==> src/rtl/bram_byte_fifo_ctrl.sv <==
// rtl/bram_byte_fifo_ctrl.sv - 1024x8 byte FIFO controller around a 1 KB block RAM with registered read
module bram_byte_fifo_ctrl #(
    parameter int READ_ADDRESS_MSB_FROM_DATALSB  = 24,
    parameter int WRITE_ADDRESS_MSB_FROM_DATALSB = 16,
    parameter int WRITE_ENABLE_FROM_DATA         = 20,
    parameter int ALMOST_FULL_LEVEL              = 1000
) (
    input  logic        clk,
    input  logic        rst,
    input  logic        flush,
    input  logic [7:0]  in_data,
    input  logic        in_valid,
    output logic        in_ready,
    output logic [7:0]  out_data,
    output logic        out_valid,
    input  logic        out_ready,
    output logic [10:0] count,
    output logic        almost_full,
    output logic [7:0]  bram_wr_addr,
    output logic [31:0] bram_wr_data,
    output logic [7:0]  bram_rd_addr,
    input  logic [31:0] bram_rd_data
);

    logic [9:0]  wr_ptr_q, wr_ptr_d;
    logic [9:0]  rd_ptr_q, rd_ptr_d;
    logic [10:0] mem_cnt_q, mem_cnt_d;
    logic [10:0] count_q, count_d;
    logic        rd_inflight_q;
    logic [1:0]  ob_cnt_q, ob_cnt_d;
    logic [7:0]  ob0_q, ob0_d;
    logic [7:0]  ob1_q, ob1_d;
    logic        almost_full_q, almost_full_d;

    logic        push;
    logic        pop;
    logic        issue;
    logic [2:0]  ob_occ;
    logic        unused_rd_bits;

    assign unused_rd_bits = ^bram_rd_data[31:8];

    assign in_ready  = (count_q < 11'd1024) & ~rst;
    assign push      = in_valid & in_ready & ~flush;
    assign out_valid = (ob_cnt_q != 2'd0);
    assign pop       = out_valid & out_ready;
    assign out_data  = ob0_q;

    // Skid occupancy one cycle ahead: a new read may only launch if its data will find a free slot.
    assign ob_occ = {1'b0, ob_cnt_q} + {2'b0, rd_inflight_q} - {2'b0, pop};
    assign issue  = (mem_cnt_q != 11'd0) && (ob_occ < 3'd2);

    assign count        = count_q;
    assign almost_full  = almost_full_q;
    assign bram_wr_addr = wr_ptr_q[7:0];
    assign bram_rd_addr = rd_ptr_q[7:0];

    always_comb begin
        bram_wr_data                                       = '0;
        bram_wr_data[7:0]                                  = in_data;
        bram_wr_data[WRITE_ADDRESS_MSB_FROM_DATALSB +: 2]  = wr_ptr_q[9:8];
        bram_wr_data[WRITE_ENABLE_FROM_DATA]               = push;
        bram_wr_data[READ_ADDRESS_MSB_FROM_DATALSB +: 2]   = rd_ptr_q[9:8];
    end

    always_comb begin
        wr_ptr_d      = push  ? wr_ptr_q + 10'd1 : wr_ptr_q;
        rd_ptr_d      = issue ? rd_ptr_q + 10'd1 : rd_ptr_q;
        mem_cnt_d     = mem_cnt_q + {10'd0, push} - {10'd0, issue};
        count_d       = count_q + {10'd0, push} - {10'd0, pop};
        almost_full_d = (count_d >= 11'(ALMOST_FULL_LEVEL));

        ob0_d    = ob0_q;
        ob1_d    = ob1_q;
        ob_cnt_d = ob_cnt_q;
        if (pop) begin
            ob0_d    = ob1_q;
            ob_cnt_d = ob_cnt_d - 2'd1;
        end
        // Returning RAM data lands behind whatever survives this cycle's pop.
        if (rd_inflight_q) begin
            if (ob_cnt_d == 2'd0) begin
                ob0_d = bram_rd_data[7:0];
            end else begin
                ob1_d = bram_rd_data[7:0];
            end
            ob_cnt_d = ob_cnt_d + 2'd1;
        end
    end

    always_ff @(posedge clk) begin
        if (rst || flush) begin
            wr_ptr_q      <= '0;
            rd_ptr_q      <= '0;
            mem_cnt_q     <= '0;
            count_q       <= '0;
            rd_inflight_q <= 1'b0;
            ob_cnt_q      <= '0;
            almost_full_q <= 1'b0;
        end else begin
            wr_ptr_q      <= wr_ptr_d;
            rd_ptr_q      <= rd_ptr_d;
            mem_cnt_q     <= mem_cnt_d;
            count_q       <= count_d;
            rd_inflight_q <= issue;
            ob_cnt_q      <= ob_cnt_d;
            almost_full_q <= almost_full_d;
        end
    end

    always_ff @(posedge clk) begin
        ob0_q <= ob0_d;
        ob1_q <= ob1_d;
    end

endmodule

==> config.mk <==
export PLATFORM = sky130hd
export DESIGN_NAME = bram_byte_fifo_ctrl
export DESIGN_NICKNAME = d
export VERILOG_FILES = /design/src/rtl/bram_byte_fifo_ctrl.sv
export SDC_FILE = /design/constraint.sdc
export NUM_CORES = 1
export LEC_CHECK = 0
export ABC_AREA = 1
export BUFFER_PORTS_ARGS = -buffer_cell sky130_fd_sc_hd__buf_2
export CAP_MARGIN = 10
export CELL_PAD_IN_SITES_DETAIL_PLACEMENT = 1
export CELL_PAD_IN_SITES_GLOBAL_PLACEMENT = 1
export CORE_MARGIN = 3
export CORE_UTILIZATION = 33
export DETAILED_ROUTE_END_ITERATION = 12
export MAX_ROUTING_LAYER = met4
export PLACE_DENSITY_LB_ADDON = 0.1
export SLEW_MARGIN = 0
export SYNTH_ARGS = -nofsm -noshare
export SYNTH_HDL_FRONTEND = slang
export SYNTH_SLANG_ARGS = --single-unit
==> constraint.sdc <==
create_clock -name clk -period 4.1 [get_ports clk]
set_input_delay 0.615 -clock clk [delete_from_list [all_inputs] [get_ports clk]]
set_output_delay 0.615 -clock clk [all_outputs]
set_load 0.02 [all_outputs]
==> out/results.tsv <==
metric	value	unit
grt.overflow.total	0	
vias	3396	
p_comb_share	56.9	%
final-setup-viol-count	0	
maxCapViolations	0	
root_buffer	clkbuf_16	
ys_seq_elements	62	
firstDrtPassIters	4	
fp.dieArea	12790	um2
synthTopCellsByCount	89 x nand2_1, 79 x inv_1, 61 x nor2_1	
yosysWarnings	0	
insertion_delay	0.33	ns
initial_core_util	34.32	%
postCtsHoldBufs	0	
fin_cells	719	
path_clk_slew	0.05	ns
final_nets	652	
antenna_found_initial	0	
hold_path.class	reg2reg	
ys.flop_type	dfxtp_1	
drc_errors	0	
synth_top_area_cell	dfxtp_1	
worst_pin_slew	0.9710	ns
cts_tree	done	
ioPinCount	115	
maxSlewHeadroom	35.20	%
htreeDepth	3	
wl	9.549	mm
p_per_area	849.1	nW/um2
p_leak	2.188	nW
seqPwrFrac	22.7	%
grt_pass1_wl	16.06	mm
ant_nets	0	
clkPwrFrac	20.4	%
synth_cell_types	41	
multi_input_area	1977	um2
worst_path_max_delay_cell	fa_1	
grt_pass1_vias	3462	
maxSlewViolCount	0	
critPathLaunchType	register	
grt_max_degree	25	
critPathMaxFanout	3	
synthArstFlopShare	0	%
routed_via_density	4.723	
wl_per_cell	13.28	um
switchingPower	0.001753	W
netlist_area	3786	um2
tns	0	ns
synth_edf_count	8	
numCtsBuffers	9	
dp_hpwl	7.234	mm
seqCellArea	1323	um2
drive_gt1_share	18.83	%
synth_top_area_share	28.55	%
ys_seq_area_share	34.90	%
core_area	11030	um2
fp.dieH	113.1	um
fmax	267.5	MHz
first_iter_violations	111	
worstPathArrival	4.01	ns
final.period_utilization	91.17	%
worst_setup_path_end_kind	register	
n_fill_cell	1407	
die_x	113.1	um
finalClockSkew	0.004294	ns
worstSetupPathType	reg2reg	
antennaDiodeCount	0	
clkSinkCount	62	
netSwitchingFraction	46.38	%
finalHoldViolations	0	
yosysMostFrequentCell	nand2_1	
place.gp.congestion	0.7979	
clk_path_buf_depth	2	
place_inst	701	
utilization	40.36	%
syn_avg_cell_area	7.366	um2
holdWs	0.4682	ns
p_int	0.002027	W
fin_crit	3.738	ns
grt_use_total	15.86	%
critical_path_required	4.37	ns
synthCells	514	
synth.area.top_cells	dfxtp_1 29%, ha_1 9.9%, nand2_1 8.8%	
fp-row-count	38	
status	finished, final reports clean	
slowest_delay	0.47	ns
portBuffers	55	
cpMostUsedCell	inv_1	
area_growth	17.58	%
max-vdd-ir-drop	0.0002710	V
path summary, 6_finish.rpt:
kind	start	endpoint	slack (ns)	cells after the start
setup / recovery	ob_cnt_q[0]	mem_cnt_q[8]	0.36	28
hold / removal	out_data[2]	out_data[2]	0.47	2
setup reg to reg	ob_cnt_q[0]	mem_cnt_q[8]	0.36	28
hold reg to reg	out_data[2]	out_data[2]	0.47	2
metrics by stage:
stage | power [W] | area (um2) | setup slack [ns]
6_report | 0.003780 | 4452 | 0.3620
5_1_grt | 0.004209 | 4452 | -0.03211
4_1_cts | 0.003808 | 4424 | 0.1785
3_5_place_dp | 0.002998 | 4130 | 0.1205
3_3_place_gp | 0.002929 | 4130 | 0.1748
2_1_floorplan | 0.002426 | 3854 | 0.1169
registers in the layout, indices dropped and copies added (netlist names), 2 cells and up:
name,count
rd_ptr_q,10
out_data,8
wr_ptr_q,10
ob_cnt_q,2
ob1_q,8
mem_cnt_q,11
count,11
cells by family after synthesis:
family,share of synthesized area (%)
other cells,0.09905
simple gates,25.88
buf+inv,14.97
compound gates,11.27
fa+ha+maj,11.50
flops,34.90
xor+xnor,1.388
power by group through the flow:
stage                     clock network, W  registers [W]  logic, W
after floorplan                          0       0.000954   0.00147
after global placement                   0       0.000866   0.00206
after detailed placement                 0       0.000873   0.00212
after CTS                         0.000803       0.000863   0.00214
after global routing              0.000825       0.000879   0.00250
final                             0.000770       0.000858   0.00215
area by class of cell:
type                    instances  share of cell area [%]
clock inverters                 4                   1.068
inverters                      83                   7.139
clock buffers                  12                   5.537
well taps                     140                   3.935
flip-flops and latches         62                   29.71
repair buffers                 67                   8.207
multi-input cells             351                   44.41
layout by cell type (no fill, tap or decap), types with 3 or more instances in the layout:
cell type	n
dfxtp_1	53
buf_4	12
inv_1	79
nand2_2	4
nand3_1	28
conb_1	19
buf_2	55
o21ai_1	6
edfxtp_1	8
a21oi_1	34
nand4_1	7
clkbuf_16	9
ha_1	30
nor3_1	12
clkinv_2	3
nor2_1	59
xor2_1	4
nand2_1	89
nor2_2	7
a21oi_2	3
o21ai_0	14
a31oi_1	9
nor4_1	3
o21a_1	4
timing repair:
action,in CTS,in global routing
setup endpoints to repair,0,2
gates resized for setup,0,5
setup buffers,0,2
per-layer routing:
layer | routed length [um] | GRT usage [%] | vias up | part of all wire (%)
li1 | - | - | 1723 | -
met1 | 4167 | 18.07 | 1608 | 44
met2 | 4896 | 27.92 | 54 | 51
met3 | 369 | 3.209 | 11 | 3.9
met4 | 116 | 4.968 | 0 | 1.2
met5 | 0 | - | - | 0
critical path, delay by kind of cell, from the launching register on:
family          cells  cell delay (ns)
buf+inv             8             0.50
flops               1             0.33
simple gates        9             0.77
compound gates      5             0.59
fa+ha+maj           6             1.49
No activity file was read; power rests on OpenSTA's default activity.
